--- src/rtl/serial_match_pkg.sv ---
// Shared definitions for the serial pattern-match controller.
//   state_t     : controller FSM states (IDLE, SHIFT, REPORT)
//   DEF_PAT_LEN : default pattern length
//   DEF_PAT     : default target pattern, MSB is the first bit received
//   clog2       : constant-function ceil(log2) used for width checks/sizing
package serial_match_pkg;

    typedef enum logic [1:0] {
        IDLE   = 2'd0,
        SHIFT  = 2'd1,
        REPORT = 2'd2
    } state_t;

    localparam int DEF_PAT_LEN = 5;
    localparam logic [DEF_PAT_LEN-1:0] DEF_PAT = 5'b10111;

    // ceil(log2(value)); returns 0 for value <= 1
    function automatic int clog2(input int value);
        int result;
        int rem;
        result = 0;
        rem    = value - 1;
        while (rem > 0) begin
            result = result + 1;
            rem    = rem >> 1;
        end
        return result;
    endfunction

endpackage

--- src/rtl/serial_match_ctrl_if.sv ---
// Handshake bundle between the word producer / result consumer and the
// serial match controller.
//   IN_VALID/IN_READY/IN_DATA    : parallel word input handshake
//   OUT_VALID/OUT_READY          : result output handshake
//   OUT_COUNT/OUT_FIRST          : per-word match count and first-match index
//   MATCH                        : per-bit match pulse
// master = producer/consumer side, slave = controller side.
interface serial_match_ctrl_if #(
    parameter int WORD_W = 16,
    parameter int CNT_W  = 5
);
    logic              IN_VALID;
    logic              IN_READY;
    logic [WORD_W-1:0] IN_DATA;
    logic              MATCH;
    logic              OUT_VALID;
    logic              OUT_READY;
    logic [CNT_W-1:0]  OUT_COUNT;
    logic [CNT_W-1:0]  OUT_FIRST;

    modport master (
        output IN_VALID, IN_DATA, OUT_READY,
        input  IN_READY, MATCH, OUT_VALID, OUT_COUNT, OUT_FIRST
    );

    modport slave (
        input  IN_VALID, IN_DATA, OUT_READY,
        output IN_READY, MATCH, OUT_VALID, OUT_COUNT, OUT_FIRST
    );
endinterface

--- src/rtl/pattern_window_det.sv ---
// Windowed serial pattern detector.
// Keeps the last PAT_LEN-1 bits plus a saturating count of how many valid
// bits have been seen, so no match can fire before a full window exists.
//   CLK, RST : clock, asynchronous active-high reset
//   clr      : synchronous clear of history and valid-bit counter (wins over bit_en)
//   bit_en   : bit_in is a live bit this cycle
//   bit_in   : serial bit
//   match    : combinational; bit_in completes PAT this cycle
module pattern_window_det
    import serial_match_pkg::*;
#(
    parameter int                 PAT_LEN = DEF_PAT_LEN,
    parameter logic [PAT_LEN-1:0] PAT     = DEF_PAT
) (
    input  logic CLK,
    input  logic RST,
    input  logic clr,
    input  logic bit_en,
    input  logic bit_in,
    output logic match
);

    localparam int                  CNT_BITS = clog2(PAT_LEN);
    localparam logic [CNT_BITS-1:0] CNT_MAX  = CNT_BITS'(PAT_LEN - 1);

    logic [PAT_LEN-2:0]  hist_q, hist_d;
    logic [CNT_BITS-1:0] cnt_q, cnt_d;
    logic [PAT_LEN-1:0]  window;

    // Oldest history bit lines up with PAT's MSB.
    assign window = {hist_q, bit_in};
    assign match  = bit_en && (cnt_q >= CNT_MAX) && (window == PAT);

    // History shifts in each live bit; the counter stops at PAT_LEN-1 since
    // past that point every window is fully populated.
    always_comb begin
        hist_d = hist_q;
        cnt_d  = cnt_q;
        if (clr) begin
            hist_d = '0;
            cnt_d  = '0;
        end else if (bit_en) begin
            hist_d = window[PAT_LEN-2:0];
            if (cnt_q != CNT_MAX) begin
                cnt_d = cnt_q + 1'b1;
            end
        end
    end

    // History and counter registers.
    always_ff @(posedge CLK or posedge RST) begin
        if (RST) begin
            hist_q <= '0;
            cnt_q  <= '0;
        end else begin
            hist_q <= hist_d;
            cnt_q  <= cnt_d;
        end
    end

endmodule

--- src/rtl/serial_match_ctrl.sv ---
// Serial match controller: accepts a parallel word, feeds it MSB-first into
// a pattern window detector one bit per cycle, and reports the number of
// matches ending inside the word plus the index of the first one.
//   CLK, RST : clock, asynchronous active-high reset
//   FLUSH    : synchronous abort (drops word in flight, clears history)
//   bus      : serial_match_ctrl_if slave (input word / result handshakes, MATCH)
module serial_match_ctrl
    import serial_match_pkg::*;
#(
    parameter int                 WORD_W  = 16,
    parameter int                 PAT_LEN = DEF_PAT_LEN,
    parameter logic [PAT_LEN-1:0] PAT     = DEF_PAT,
    parameter bit                 CARRY   = 1'b1,
    parameter int                 CNT_W   = 5
) (
    input  logic                CLK,
    input  logic                RST,
    input  logic                FLUSH,
    serial_match_ctrl_if.slave  bus
);

    if (CNT_W < clog2(WORD_W + 1)) begin : g_cnt_w_check
        $error("serial_match_ctrl: CNT_W too narrow for WORD_W");
    end
    if (PAT_LEN < 2 || PAT_LEN > 8 || WORD_W < PAT_LEN) begin : g_pat_len_check
        $error("serial_match_ctrl: PAT_LEN out of range");
    end

    // OUT_FIRST value meaning "no match in this word".
    localparam logic [CNT_W-1:0] FIRST_NONE = CNT_W'(WORD_W);
    localparam logic [CNT_W-1:0] LAST_IDX   = CNT_W'(WORD_W - 1);

    state_t              state_q, state_d;
    logic [WORD_W-1:0]   shreg_q, shreg_d;
    logic [CNT_W-1:0]    idx_q, idx_d;
    logic [CNT_W-1:0]    count_q, count_d;
    logic [CNT_W-1:0]    first_q, first_d;

    logic in_ready;
    logic out_valid;
    logic det_clr;
    logic det_en;
    logic det_match;

    pattern_window_det #(
        .PAT_LEN (PAT_LEN),
        .PAT     (PAT)
    ) u_det (
        .CLK    (CLK),
        .RST    (RST),
        .clr    (det_clr),
        .bit_en (det_en),
        .bit_in (shreg_q[WORD_W-1]),
        .match  (det_match)
    );

    // Next-state and handshake decode. FLUSH is applied last so it overrides
    // whatever the current state decided, including a pending accept.
    always_comb begin
        state_d   = state_q;
        shreg_d   = shreg_q;
        idx_d     = idx_q;
        count_d   = count_q;
        first_d   = first_q;
        in_ready  = 1'b0;
        out_valid = 1'b0;
        det_clr   = 1'b0;
        det_en    = 1'b0;

        case (state_q)
            IDLE: begin
                in_ready = 1'b1;
                if (bus.IN_VALID && !FLUSH) begin
                    shreg_d = bus.IN_DATA;
                    idx_d   = '0;
                    count_d = '0;
                    first_d = FIRST_NONE;
                    det_clr = !CARRY;
                    state_d = SHIFT;
                end
            end
            SHIFT: begin
                det_en  = 1'b1;
                shreg_d = shreg_q << 1;
                if (det_match) begin
                    count_d = count_q + 1'b1;
                    if (first_q == FIRST_NONE) begin
                        first_d = idx_q;
                    end
                end
                // Index parks on the last bit rather than running to WORD_W.
                if (idx_q == LAST_IDX) begin
                    state_d = REPORT;
                end else begin
                    idx_d = idx_q + 1'b1;
                end
            end
            REPORT: begin
                out_valid = 1'b1;
                if (bus.OUT_READY) begin
                    state_d = IDLE;
                end
            end
            default: begin
                state_d = IDLE;
            end
        endcase

        if (FLUSH) begin
            state_d   = IDLE;
            idx_d     = '0;
            count_d   = '0;
            first_d   = FIRST_NONE;
            det_clr   = 1'b1;
            out_valid = 1'b0;
        end
    end

    // Controller registers.
    always_ff @(posedge CLK or posedge RST) begin
        if (RST) begin
            state_q <= IDLE;
            shreg_q <= '0;
            idx_q   <= '0;
            count_q <= '0;
            first_q <= FIRST_NONE;
        end else begin
            state_q <= state_d;
            shreg_q <= shreg_d;
            idx_q   <= idx_d;
            count_q <= count_d;
            first_q <= first_d;
        end
    end

    assign bus.IN_READY  = in_ready;
    assign bus.OUT_VALID = out_valid;
    assign bus.MATCH     = det_match;
    assign bus.OUT_COUNT = count_q;
    assign bus.OUT_FIRST = first_q;

endmodule

--- src/flat_wrapper.sv ---
// flat-port wrapper written by rule: the top's interface ports become plain ports
module serial_match_ctrl_flat import serial_match_pkg::*;
#(
    parameter int                 WORD_W  = 16,
    parameter int                 PAT_LEN = DEF_PAT_LEN,
    parameter logic [PAT_LEN-1:0] PAT     = DEF_PAT,
    parameter bit                 CARRY   = 1'b1,
    parameter int                 CNT_W   = 5
)
  (CLK, RST, FLUSH, bus_IN_VALID, bus_IN_DATA, bus_OUT_READY, bus_IN_READY, bus_MATCH, bus_OUT_VALID, bus_OUT_COUNT, bus_OUT_FIRST);
  serial_match_ctrl_if #(.WORD_W(WORD_W), .CNT_W(CNT_W)) bus_i ();
  input  logic CLK;
  input  logic RST;
  input  logic FLUSH;
  input wire logic [$bits(bus_i.IN_VALID)-1:0] bus_IN_VALID;
  input wire logic [$bits(bus_i.IN_DATA)-1:0] bus_IN_DATA;
  input wire logic [$bits(bus_i.OUT_READY)-1:0] bus_OUT_READY;
  output wire logic [$bits(bus_i.IN_READY)-1:0] bus_IN_READY;
  output wire logic [$bits(bus_i.MATCH)-1:0] bus_MATCH;
  output wire logic [$bits(bus_i.OUT_VALID)-1:0] bus_OUT_VALID;
  output wire logic [$bits(bus_i.OUT_COUNT)-1:0] bus_OUT_COUNT;
  output wire logic [$bits(bus_i.OUT_FIRST)-1:0] bus_OUT_FIRST;
  assign bus_i.IN_VALID = bus_IN_VALID;
  assign bus_i.IN_DATA = bus_IN_DATA;
  assign bus_i.OUT_READY = bus_OUT_READY;
  assign bus_IN_READY = bus_i.IN_READY;
  assign bus_MATCH = bus_i.MATCH;
  assign bus_OUT_VALID = bus_i.OUT_VALID;
  assign bus_OUT_COUNT = bus_i.OUT_COUNT;
  assign bus_OUT_FIRST = bus_i.OUT_FIRST;
  serial_match_ctrl #(.WORD_W(WORD_W), .PAT_LEN(PAT_LEN), .PAT(PAT), .CARRY(CARRY), .CNT_W(CNT_W)) u_core (.CLK(CLK), .RST(RST), .FLUSH(FLUSH), .bus(bus_i));
endmodule
--- config.mk ---
export PLATFORM = sky130hd
export DESIGN_NAME = serial_match_ctrl_flat
export DESIGN_NICKNAME = d
export VERILOG_FILES = /design/src/rtl/serial_match_pkg.sv /design/src/rtl/serial_match_ctrl_if.sv /design/src/rtl/pattern_window_det.sv /design/src/rtl/serial_match_ctrl.sv /design/src/flat_wrapper.sv
export SDC_FILE = /design/constraint.sdc
export NUM_CORES = 1
export LEC_CHECK = 0
export ABC_CLOCK_PERIOD_IN_PS = 2300
export BUFFER_PORTS_ARGS = -buffer_cell sky130_fd_sc_hd__buf_2
export CAP_MARGIN = 30
export CORE_MARGIN = 4
export CORE_UTILIZATION = 30
export CTS_BUF_LIST = sky130_fd_sc_hd__clkbuf_2 sky130_fd_sc_hd__clkbuf_4 sky130_fd_sc_hd__clkbuf_8
export CTS_CLUSTER_SIZE = 16
export DETAILED_ROUTE_END_ITERATION = 8
export MAX_ROUTING_LAYER = met4
export PLACE_DENSITY = 0.54
export SYNTH_ARGS = -nofsm -noshare
export SYNTH_HDL_FRONTEND = slang
export SYNTH_SLANG_ARGS = --single-unit
--- constraint.sdc ---
create_clock -name CLK -period 2.3 [get_ports CLK]
set_input_delay 0.46 -clock CLK [delete_from_list [all_inputs] [get_ports CLK]]
set_output_delay 0.46 -clock CLK [all_outputs]
set_load 0.02 [all_outputs]
[Yosys cells after proc, flatten, opt, wreduce, memory -nomap -nowiden]
Cells that the tools add are included.
Operators by class
  $add $sub $neg: 3
  $mul: 0
  divide/modulo/power cells: 0
  order comparisons: 1
  eq/ne operators: 13
  shift-type cells: 0
  mux-type cells: 29
  bitwise logic cells: 0
  reduce and logical (&&, ||, !) cells: 15
Operator list (count)
  5-bit 2-to-1 mux: 9
  16-bit one-hot mux with 2 select lines: 1
  5-bit one-hot mux with 2 select lines: 3
  16-bit 2-to-1 mux: 1
  3-bit inequality test (second input constant): 4
  5-bit by 1-bit adder with 5-bit output (second input constant): 2
  5-bit equality test (second input constant): 2
  3-bit 2-to-1 mux: 3
  3-bit by 2-bit inequality test with 1-bit output (second input constant): 3
  3-bit AND reduction: 3
  2-bit 2-to-1 mux: 4
  4-bit 2-to-1 mux: 2
  2-bit one-hot mux with 3 select lines: 1
  2-bit nonzero test: 3
  5-bit by 4-bit equality test with 1-bit output (second input constant): 1
  1-bit 2-to-1 mux: 5
  2-bit AND reduction: 2
  4-bit AND reduction: 1
  3-bit by 1-bit adder with 3-bit output (second input constant): 1
  3-bit greater-or-equal comparator (second input constant): 1
  1-bit logical AND: 3
  3-bit nonzero test: 1
  2-bit by 1-bit equality test with 1-bit output (second input constant): 1
  2-bit equality test (second input constant): 1
  3 further kinds: 3
Word-level totals
  flip-flop bits (word level): 40
  bits in latches: 0
  RAM bits: 0
  ROM bits: 0
  output and inout port bits: 13
  memories: 0

[Logic depth before layout (Yosys ltp)]
Gate-level depths: netlist of run 1.
  depth in word-level cells: 7
  depth in mapped cells: 7
  mapped depth without buffers: 7

[By module]
A second synthesis of run 1 with hierarchy kept.
Unflattened totals
  cells, all modules: 206
  area, all modules: 2088.3 µm²
Modules (own cells, without submodules)
  serial_match_ctrl: times used 1, cells each 171, area an instance 1702.9 µm²
  pattern_window_det: times used 1, cells each 35, area an instance 385.4 µm²

[Worst setup path before layout of run 1]
Ideal clock, no wire load.
  kind: register to register
  start: reg u_core.idx_q[0]
  end: reg u_core.idx_q[2]
  data arrival time: 1712 ps
  required time: 2222 ps
  slack: 510 ps
  stages on the path, launching flop included: 8
  path buffers: 0
  period minus slack after synthesis: 1790 ps
  cell sequence: dfrtp_1 > ha_1 > and3_1 > ha_1 > nand2_1 > nand2_1 > or4_1 > a21oi_1
Between the ends
  longest elaborated chain between the ends: 4
  elaborated cells between the ends (all ways): 7
  those cells by class: add/sub: 1; eq/ne: 2; mux: 3; reduce/logical: 1
Ends and longest elaborated chain
  from (decl): RTL line serial_match_ctrl.sv:35  | logic [CNT_W-1:0] idx_q, idx_d;
  from (signal assigned): RTL line serial_match_ctrl.sv:130  | idx_q <= idx_d;
  5-bit by 1-bit adder with 5-bit output: RTL line serial_match_ctrl.sv:95  | idx_d = idx_q + 1'b1;
  5-bit 2-to-1 mux: RTL line serial_match_ctrl.sv:92  | if (idx_q == LAST_IDX) begin
  5-bit one-hot mux with 2 select lines: RTL line serial_match_ctrl.sv:70  | case (state_q)
  5-bit 2-to-1 mux: RTL line serial_match_ctrl.sv:109  | if (FLUSH) begin
Parallel ways exist; a longest one is shown, timed or not. The select of a mux whose other input is x is not followed.
A chain may end at the register's enable or synchronous reset.

[Final worst setup path of run 1]
Same ends and word-level chain as after synthesis.

==> results of run 1 <==
## sequential cells by signal, indices dropped and copies added (netlist names)
register              flops
u_core.bus.OUT_FIRST      5
u_core.state_q            2
u_core.idx_q              5
u_core.shreg_q           16
u_core.bus.OUT_COUNT      5
u_core.u_det.cnt_q        3
u_core.u_det.hist_q       4
## worst register-to-register path, stage by stage, from the launching register on
cell and delay (ns):
sky130_fd_sc_hd__dfrtp_1 0.44, sky130_fd_sc_hd__ha_1 0.25, sky130_fd_sc_hd__and3_1 0.19, sky130_fd_sc_hd__ha_1 0.22
sky130_fd_sc_hd__nand2_1 0.13, sky130_fd_sc_hd__nand2_1 0.14, sky130_fd_sc_hd__or4_1 0.41, sky130_fd_sc_hd__a21oi_1 0.13
## power groups by stage
stage | Combinational (mW) | Clock [mW] | Sequential (mW)
final | 0.169 | 0.485 | 0.796
after global routing | 0.199 | 0.533 | 0.804
after CTS | 0.175 | 0.510 | 0.797
after detailed placement | 0.175 | 0 | 0.810
after global placement | 0.172 | 0 | 0.808
after floorplan | 0.125 | 0 | 0.799
## layout make-up
cell class / instances / area [sq um]
Clock inverter: 2 / 10.0
Multi-Input combinational cell: 144 / 916
Timing Repair Buffer: 38 / 203
Clock buffer: 6 / 82.6
Fill cell: 666 / 4040
Tap cell: 77 / 96.3
Inverter: 9 / 33.8
Sequential cell: 40 / 1000
## final timing paths
kind / startpoint / slack [ns] / cells after the start / endpoint
setup / recovery: u_core.idx_q[0] / 0.33 / 7 / u_core.idx_q[2]
hold / removal: RST / 0.28 / 3 / u_core.u_det.cnt_q[0]
setup reg to reg: u_core.idx_q[0] / 0.33 / 7 / u_core.idx_q[2]
hold reg to reg: u_core.shreg_q[5] / 0.48 / 2 / u_core.shreg_q[5]
max in group asynchronous: RST / 1.65 / 3 / u_core.bus.OUT_FIRST[4]
min in group CLK: bus_OUT_READY / 0.42 / 3 / u_core.state_q[1]
## per-layer routing
| metal | vias to the layer above | global-route usage | part of all wire |
|---|---|---|---|
| met1 | 674 | 0.145 | 0.50 |
| met3 | 7 | 0.0323 | 0.066 |
| met5 | - | - | 0 |
| li1 | 766 | - | - |
| met4 | 0 | 0.0325 | 0.012 |
| met2 | 37 | 0.171 | 0.42 |
## cells in the mapped netlist (all sizes together), types with 2 or more instances
library cell,number,share of area
mux2i,18,0.091
o21ai,20,0.050
clkbuf,5,0.0094
dfrtp,39,0.49
nand3,3,0.0076
inv,9,0.017
nor3,5,0.013
buf,4,0.010
nor2,17,0.032
nand2,31,0.062
or4,2,0.0076
nor2b,3,0.0094
a21o,2,0.0076
nand2b,4,0.013
ha,5,0.031
xnor2,3,0.013
or4b,3,0.017
a21oi,15,0.038
## cell usage in the layout, fill, tap and decap left out, types with 2 or more instances in the layout
cell                       netlist  final
sky130_fd_sc_hd__nor3_1          5      5
sky130_fd_sc_hd__mux2i_1        18     18
sky130_fd_sc_hd__or4b_1          2      2
sky130_fd_sc_hd__a21oi_1        15     15
sky130_fd_sc_hd__clkinv_2        0      2
sky130_fd_sc_hd__a21o_1          2      2
sky130_fd_sc_hd__o21ai_0        20     20
sky130_fd_sc_hd__nand3_1         3      3
sky130_fd_sc_hd__ha_1            5      5
sky130_fd_sc_hd__clkbuf_8        0      6
sky130_fd_sc_hd__inv_1           9      9
sky130_fd_sc_hd__nand2_1        30     30
sky130_fd_sc_hd__xnor2_1         3      3
sky130_fd_sc_hd__buf_4           0      5
sky130_fd_sc_hd__nor2_1         17     17
sky130_fd_sc_hd__or4_1           2      2
sky130_fd_sc_hd__dfrtp_1        39     39
sky130_fd_sc_hd__nor2b_1         3      3
sky130_fd_sc_hd__nand2b_1        4      4
sky130_fd_sc_hd__buf_2           4     33
## per-stage QoR
| stage | cells | util |
|---|---|---|
| finish | 316 | 0.367 |
| global route | 316 | 0.367 |
| CTS | 316 | 0.367 |
| floorplan | 202 | - |
| detailed placement | 308 | 0.352 |
| global placement | 308 | 0.352 |
## cells by family after synthesis
group,count (synthesis),share of synthesized area
mux,18,0.0907
buf+inv,18,0.0365
flops,40,0.504
fa+ha+maj,5,0.0315
simple gates,74,0.200
compound gates,44,0.124
xor+xnor,3,0.0132
==> impl_metrics.yaml, run 1 <==
logic_synthesis:
  mappedNetlistNets: 228
  count_of_synthesis_stage_warnings_from_yosys: 0
  edff_count_synth: 0
  netlist_area_sq_um: 1990
  synth_cells: 202
  synth_top_flop_cell: "sky130_fd_sc_hd__dfrtp_1"
  synthArstFlopShare: 1.00
  ys_types: 34
  ys_ff_latch: 40
  post_synth.cell_area_avg_sq_um: 9.84
  synth-seq-area-share: 0.504
detailed_routing:
  wl_per_cell_um: 12.7
  drc: 0
  drt_pass1_iterations: 4
  vias: 1484
  detail_route.vias_per_cell: 4.70
  routed_wl_um: 4010
  detailedRoute.firstIterationViolations: 50
  drtAntennaViolNets: 0
place:
  pre_cts_slack_ns: 0.368
  hpwlAfterDp_um: 2820
  routabilityCongestion: 0.832
  placed_instance_area_sq_um: 2250
  count_of_input_and_output_buffers: 33
sta:
  number_of_endpoints_failing_setup_at_the_final_stage: 0
  final_max_slew_viol_count: 0
  setup_ws_ns: 0.331
  grt_setup_unrepaired: "no"
  finalHoldViolCount: 0
  layout_min_cycle_time_ns: 1.97
  fin_worst_skew_ns: 0.00872
  max_slew_margin: 0.650
  post-route-period-util: 0.856
  final.setup.tns_ns: 0
  whs_ns: 0.282
  worst_slew_pin_slew_ns: 0.525
  fmax_mhz: 508
hold_path:
  holdCritPathClass: "in2async"
cells_and_area:
  layout_overhead_on_the_synthesized_area_pct: 17.9
  layout-drive-gt1-share: 0.226
  final_design_area_no_fill_sq_um: 2340
  num-nets-final: 264
  num_antenna_cells: 0
clock_tree:
  tritoncts.num_buffers: 5
  cts.repair_timing.setup_buffer_count: 0
  worstSkewPairLatency_ns: 0.29
  cts.htree.levels: 2
  clkSlewWorstSetupHoldPaths_ns: 0.08
  cts.sinks: 40
  cts_tree: "yes"
  cts.repair.resized: 0
  cts_buffer_depth: 2
  hold_buffers: 0
  root_buffer: "sky130_fd_sc_hd__clkbuf_8"
pwr:
  comb_power_share: 0.117
  net-switching-power_mw: 0.380
  clkPwrFrac: 0.334
  netSwitchingFraction: 0.262
  p_leak_nw: 1.15
  total_power_mw: 1.45
  p_int_mw: 1.07
  power.ir.vdd_worst_mv: 0.323
  p_per_area_nw_per_um2: 619
  p_seq_frac: 0.549
global_route:
  global_route.overflow_total: 0
  grt_max_degree: 41
  grt_pass1_vias: 1484
  global_route.usage.total: 0.112
  grt_pass1_wl_um: 6780
  grt_antenna_before_repair: 0
floorplanning:
  die-height_um: 89.4
  placement_rows: 29
  die_w_um: 89.4
  design.core.area_sq_um: 6390
  dieArea_sq_um: 7990
  initial_utilization: 0.311
  pin_count: 34
critical_path:
  critical_path_peak_fanout: 6
  path_class: "reg2reg"
  path_cells: "ha_1, and3_1, ha_1, nand2_1, nand2_1, or4_1, a21oi_1"
  critical_path.top_delay_family: "simple AND/OR/NAND/NOR gates"
  critPathBufInv: 0
  critical_path.slowest_cell: "sky130_fd_sc_hd__dfrtp_1"
  crit_path_start_kind: "register"
  cp_data_required_time_ns: 2.52
  cpPeakStageDelay_ns: 0.44
  cp.arrival_ns: 2.19
  worst_setup_path_end_kind: "register"
run_status:
  run_status: "completed"
run:
  max_cap_viol_count: 0
(Power assumes the default switching activity.)
==> run 2, diff against run 1 <==
--- a/config.mk
+++ b/config.mk
@@ -8,13 +8,16 @@
 export ABC_CLOCK_PERIOD_IN_PS = 2300
 export BUFFER_PORTS_ARGS = -buffer_cell sky130_fd_sc_hd__buf_2
 export CAP_MARGIN = 30
+export CELL_PAD_IN_SITES_DETAIL_PLACEMENT = 0
+export CELL_PAD_IN_SITES_GLOBAL_PLACEMENT = 1
 export CORE_MARGIN = 4
 export CORE_UTILIZATION = 30
 export CTS_BUF_LIST = sky130_fd_sc_hd__clkbuf_2 sky130_fd_sc_hd__clkbuf_4 sky130_fd_sc_hd__clkbuf_8
 export CTS_CLUSTER_SIZE = 16
 export DETAILED_ROUTE_END_ITERATION = 8
 export MAX_ROUTING_LAYER = met4
-export PLACE_DENSITY = 0.54
+export PLACE_DENSITY = 0.64
 export SYNTH_ARGS = -nofsm -noshare
 export SYNTH_HDL_FRONTEND = slang
+export SYNTH_HIERARCHICAL = 1
 export SYNTH_SLANG_ARGS = --single-unit
==> impl_metrics.yaml, run 2 <==
clock_tree:
  tritoncts.num_buffers: 5
  hold_buffers: 0
  cts.repair.resized: 0
  cts.sinks: 40
  cts_buffer_depth: 2
  cts.htree.levels: 2
  cts_tree: "yes"
  root_buffer: "sky130_fd_sc_hd__clkbuf_8"
  cts.repair_timing.setup_buffer_count: 0
  worstSkewPairLatency_ns: 0.29
  clkSlewWorstSetupHoldPaths_ns: 0.09
detailed_routing:
  detail_route.vias_per_cell: 4.69
  drc: 0
  wl_per_cell_um: 13.3
  detailedRoute.firstIterationViolations: 55
  vias: 1579
  drtAntennaViolNets: 0
  drt_pass1_iterations: 4
  routed_wl_um: 4470
critical_path:
  path_class: "reg2reg"
  crit_path_start_kind: "register"
  critical_path_peak_fanout: 5
  critical_path.slowest_cell: "sky130_fd_sc_hd__dfrtp_1"
  ff2ff_setup_slack_ns: 0.29
  timing.rr.start: "u_core/idx_q[0]"
  timing.rr.end: "u_core/idx_q[3]"
  worst_path_most_repeated_cell: "sky130_fd_sc_hd__ha_1"
  path_cells: "ha_1, and3_1, ha_1, or2b_1, a211oi_1, mux2_2"
  reg2reg_depth: 6
  worst_setup_path_end_kind: "register"
  cp.arrival_ns: 2.19
  cp_data_required_time_ns: 2.48
  cpPeakStageDelay_ns: 0.43
cells_and_area:
  flip_flop_count_of_the_largest_register_all_copies_and_words_added: 16
  layout_overhead_on_the_synthesized_area_pct: 18.8
  fillerInstances: 706
  num-nets-final: 266
  reg_with_most_ffs: "u_core/shreg_q"
  num_antenna_cells: 0
  final_util: 0.365
  most_common_cell_after_layout_fill_and_taps_aside: "sky130_fd_sc_hd__dfrtp_1"
  layout_common_cells: "sky130_fd_sc_hd__dfrtp_1 (39), sky130_fd_sc_hd__buf_2 (33), sky130_fd_sc_hd__nor2_1 (26)"
  layout-drive-gt1-share: 0.282
sta:
  fmax_mhz: 497
  fin_worst_skew_ns: 0.00569
  final.setup.tns_ns: 0
  whs_ns: 0.0918
  finalHoldViolCount: 0
  worst_slew_pin_slew_ns: 0.490
  grt_setup_unrepaired: "no"
  post-route-period-util: 0.875
  max_slew_margin: 0.671
  layout_min_cycle_time_ns: 2.01
  number_of_endpoints_failing_setup_at_the_final_stage: 0
  final_max_slew_viol_count: 0
floorplanning:
  dieArea_sq_um: 8360
  placement_rows: 30
  pin_count: 34
  die-height_um: 91.4
  initial_utilization: 0.307
  design.core.area_sq_um: 6790
  die_w_um: 91.4
logic_synthesis:
  ys_ff_latch: 40
  yosys.area.top_type_share: 0.467
  most_instantiated_library_cell_after_synthesis: "sky130_fd_sc_hd__dfrtp_1"
  synth_top_flop_cell: "sky130_fd_sc_hd__dfrtp_1"
  synth_top_cell_by_area: "sky130_fd_sc_hd__dfrtp_1"
  yosys-top-cells-area: "sky130_fd_sc_hd__dfrtp_1 (47%), sky130_fd_sc_hd__o22ai_2 (4.8%), sky130_fd_sc_hd__nor2_1 (4.7%), sky130_fd_sc_hd__nor3_1 (3.6%), sky130_fd_sc_hd__ha_1 (3.0%)"
  mappedNetlistNets: 232
  synth-seq-area-share: 0.480
  post_synth.cell_area_avg_sq_um: 10.1
  ys_types: 40
  netlist_area_sq_um: 2090
  synth_cells: 206
  synth_common_cells: "sky130_fd_sc_hd__dfrtp_1 (39), sky130_fd_sc_hd__nor2_1 (26), sky130_fd_sc_hd__nand2_1 (16)"
  synthArstFlopShare: 1.00
  count_of_synthesis_stage_warnings_from_yosys: 6
  edff_count_synth: 0
global_route:
  global_route.usage.total: 0.115
  grt_pass1_wl_um: 7670
  grt_antenna_before_repair: 0
  global_route.overflow_total: 0
  grt_pass1_vias: 1620
  grt_max_degree: 34
place:
  hpwlAfterDp_um: 3090
  count_of_input_and_output_buffers: 33
  routabilityCongestion: 0.722
run:
  max_cap_viol_count: 0
pwr:
  p_per_area_nw_per_um2: 713
  p_leak_nw: 1.10
  power.ir.vdd_worst_mv: 0.440
  total_power_mw: 1.77
hold_path:
  holdCritPathClass: "in2async"
run_status:
  run_status: "completed"
-- run 2: critical path, delay by kind of cell (launching register included) --
family                   cells  cell delay (ns)
adder cells (fa/ha/maj)      2             0.42
multiplexers                 1             0.36
flip-flops                   1             0.43
AO/OA/AOI/OAI                1             0.26
AND/OR/NAND/NOR              2             0.43
-- run 2: how the worst max path moves through the flow --
stage / cells past startpoint / end / slack (ns) / from
after floorplan: 10 / u_core/bus.OUT_COUNT[4] / 0.002 / u_core/state_q[1]
after global placement: 6 / u_core/idx_q[3] / 0.34 / u_core/idx_q[0]
after detailed placement: 6 / u_core/idx_q[3] / 0.30 / u_core/idx_q[0]
after CTS: 6 / u_core/idx_q[3] / 0.28 / u_core/idx_q[0]
after global routing: 5 / bus_MATCH / 0.22 / u_core/state_q[1]
final: 6 / u_core/idx_q[3] / 0.29 / u_core/idx_q[0]
-- run 2: routing by layer --
layer	wire [um]	vias to the layer above	track usage
li1	-	801	-
met1	2190	755	0.144
met2	2120	21	0.188
met3	131	2	0.0224
met4	28	0	0.0339
met5	0	-	-
-- run 2: stage by stage --
step	std cells	setup slack (ns)	instance area, sq um
6_report	337	0.287	2480
5_1_grt	337	0.216	2480
4_1_cts	337	0.277	2480
3_5_place_dp	329	0.302	2360
3_3_place_gp	329	0.336	2360
2_1_floorplan	206	0.00165	2120
-- run 2: area by class of cell --
type                    count  area (sq um)  share of cell area
flip-flops and latches     40          1000               0.404
multi-input cells         144           987               0.398
repair buffers             41           225              0.0908
well taps                  96           120              0.0484
clock buffers               5          68.8              0.0277
clock inverters             3          46.3              0.0187
inverters                   8          30.0              0.0121
-- run 2: power by group --
part           total [mW]  internal, mW  switching (mW)
combinational       0.310         0.142           0.169
clock               0.595         0.327           0.268
sequential          0.864         0.801          0.0631
total                1.77          1.27           0.500
-- run 2: kinds of logic (layout without fill, tap and decap cells) --
kind of cell,after synthesis,in the layout,share of synthesized area
buffers and inverters,22,57,0.0587
AOI/OAI and AO/OA,39,39,0.152
and+or+nand+nor,91,91,0.232
adders and majority gates,5,5,0.0300
DFF,40,40,0.480
muxes,9,9,0.0467
==> run 3, diff against run 2 <==
--- a/config.mk
+++ b/config.mk
@@ -17,6 +17,7 @@
 export DETAILED_ROUTE_END_ITERATION = 8
 export MAX_ROUTING_LAYER = met4
 export PLACE_DENSITY = 0.64
+export REMOVE_ABC_BUFFERS = 1
 export SYNTH_ARGS = -nofsm -noshare
 export SYNTH_HDL_FRONTEND = slang
 export SYNTH_HIERARCHICAL = 1
==> impl_metrics.yaml, run 3 (synthesis results as in run 2) <==
run_status:
  run_status: "completed"
clock_tree:
  cts.repair.resized: 0
  hold_buffers: 0
  root_buffer: "sky130_fd_sc_hd__clkbuf_8"
  cts_tree: "yes"
  tritoncts.num_buffers: 5
  cts_buffer_depth: 2
  cts.htree.levels: 2
  clkSlewWorstSetupHoldPaths_ns: 0.08
  cts.repair_timing.setup_buffer_count: 0
  cts.sinks: 40
  worstSkewPairLatency_ns: 0.29
critical_path:
  critical_path_peak_fanout: 5
  path_class: "reg2reg"
  cp_data_required_time_ns: 2.48
  timing.rr.start: "u_core/idx_q[0]"
  reg2reg_depth: 6
  worst_setup_path_end_kind: "register"
  cp.arrival_ns: 2.20
  crit_path_start_kind: "register"
  critPathLaunch: "u_core/idx_q[0]"
run:
  max_cap_viol_count: 0
global_route:
  grt_antenna_before_repair: 0
  grt_pass1_wl_um: 7460
  grt_max_degree: 34
  global_route.overflow_total: 0
  global_route.usage.total: 0.114
  grt_pass1_vias: 1561
floorplanning:
  initial_utilization: 0.307
  pin_count: 34
  dieArea_sq_um: 8360
  die-height_um: 91.4
  die_w_um: 91.4
  placement_rows: 30
  design.core.area_sq_um: 6790
detailed_routing:
  detailedRoute.firstIterationViolations: 51
  vias: 1580
  routed_wl_um: 4400
  wl_per_cell_um: 13.0
  drt_pass1_iterations: 4
  drc: 0
  drtAntennaViolNets: 0
  detail_route.vias_per_cell: 4.67
pwr:
  p_leak_nw: 1.09
  p_per_area_nw_per_um2: 683
  power.ir.vdd_worst_mv: 0.260
sta:
  whs_ns: 0.106
  fin_worst_skew_ns: 0.00748
  final_max_slew_viol_count: 0
  max_slew_margin: 0.563
  final.setup.tns_ns: 0
  worst_slew_pin_slew_ns: 0.638
  number_of_endpoints_failing_setup_at_the_final_stage: 0
  post-route-period-util: 0.876
  fmax_mhz: 496
  setup_ws_ns: 0.284
  grt_setup_unrepaired: "no"
  finalHoldViolCount: 0
  layout_min_cycle_time_ns: 2.02
cells_and_area:
  num_antenna_cells: 0
  flip_flop_count_of_the_largest_register_all_copies_and_words_added: 16
  layout-drive-gt1-share: 0.277
  layout_overhead_on_the_synthesized_area_pct: 17.1
  layout_common_cells: "sky130_fd_sc_hd__dfrtp_1 (39), sky130_fd_sc_hd__buf_2 (33), sky130_fd_sc_hd__nor2_1 (26)"
  reg_with_most_ffs: "u_core/shreg_q"
  num-nets-final: 267
  most_common_cell_after_layout_fill_and_taps_aside: "sky130_fd_sc_hd__dfrtp_1"
place:
  count_of_input_and_output_buffers: 33
  hpwlAfterDp_um: 3050
  routabilityCongestion: 0.732
  pre_cts_slack_ns: 0.310
hold_path:
  holdCritPathClass: "in2async"
-- run 3: changes by cell type in the layout (fill, tap and decap cells not counted), sizes merged --
cell      previous run  this run
bufinv               1         0
clkinvlp             1         2
clkbuf               5         6
inv                  9         8
buf                 41        42
-- run 3: final timing paths --
kind | slack [ns] | endpoint
min | 0.11 | u_core/u_det/cnt_q[0]
max | 0.28 | u_core/idx_q[3]
max in group asynchronous | 1.71 | u_core/bus.OUT_FIRST[4]
min reg2reg | 0.48 | u_core/bus.OUT_FIRST[4]
min in group CLK | 0.36 | u_core/shreg_q[0]
max reg2reg | 0.28 | u_core/idx_q[3]
-- run 3: report_power, final --
part	switching [mW]	internal, mW	total [mW]	leakage [nW]
Sequential	0.0634	0.801	0.864	0.507
Clock	0.256	0.243	0.499	0.0434
Combinational	0.168	0.139	0.307	0.541
-- run 3: critical path: stages, from the launching register on --
cell and delay [ns]:
sky130_fd_sc_hd__dfrtp_1 0.43, sky130_fd_sc_hd__ha_1 0.22, sky130_fd_sc_hd__and3_1 0.18, sky130_fd_sc_hd__ha_1 0.20
sky130_fd_sc_hd__or2b_1 0.26, sky130_fd_sc_hd__a211oi_1 0.26, sky130_fd_sc_hd__mux2_2 0.36
-- run 3: final cells by class --
type                       instances  area, sq um
fill                             716         4350
sequential                        40         1000
multi-input combinational        144          963
timing repair buffer              42          233
tap                               96          120
clock buffer                       6         82.6
inverter                           8         30.0
clock inverter                     2         15.0
-- run 3: metal layers --
| metal | up-vias | wire (um) | track usage |
|---|---|---|---|
| li1 | 804 | - | - |
| met1 | 750 | 2180 | 0.148 |
| met2 | 22 | 2040 | 0.172 |
| met3 | 4 | 121 | 0.0232 |
| met4 | 0 | 63 | 0.0452 |
| met5 | - | 0 | - |
-- run 3: metrics by stage --
step	instance area, sq um	total power, mW	std cells	utilization
2_1_floorplan	2000	1.09	192	-
3_3_place_gp	2350	1.19	330	0.346
3_5_place_dp	2350	1.19	330	0.346
4_1_cts	2450	1.70	338	0.360
5_1_grt	2450	1.78	338	0.360
6_report	2450	1.67	338	0.360
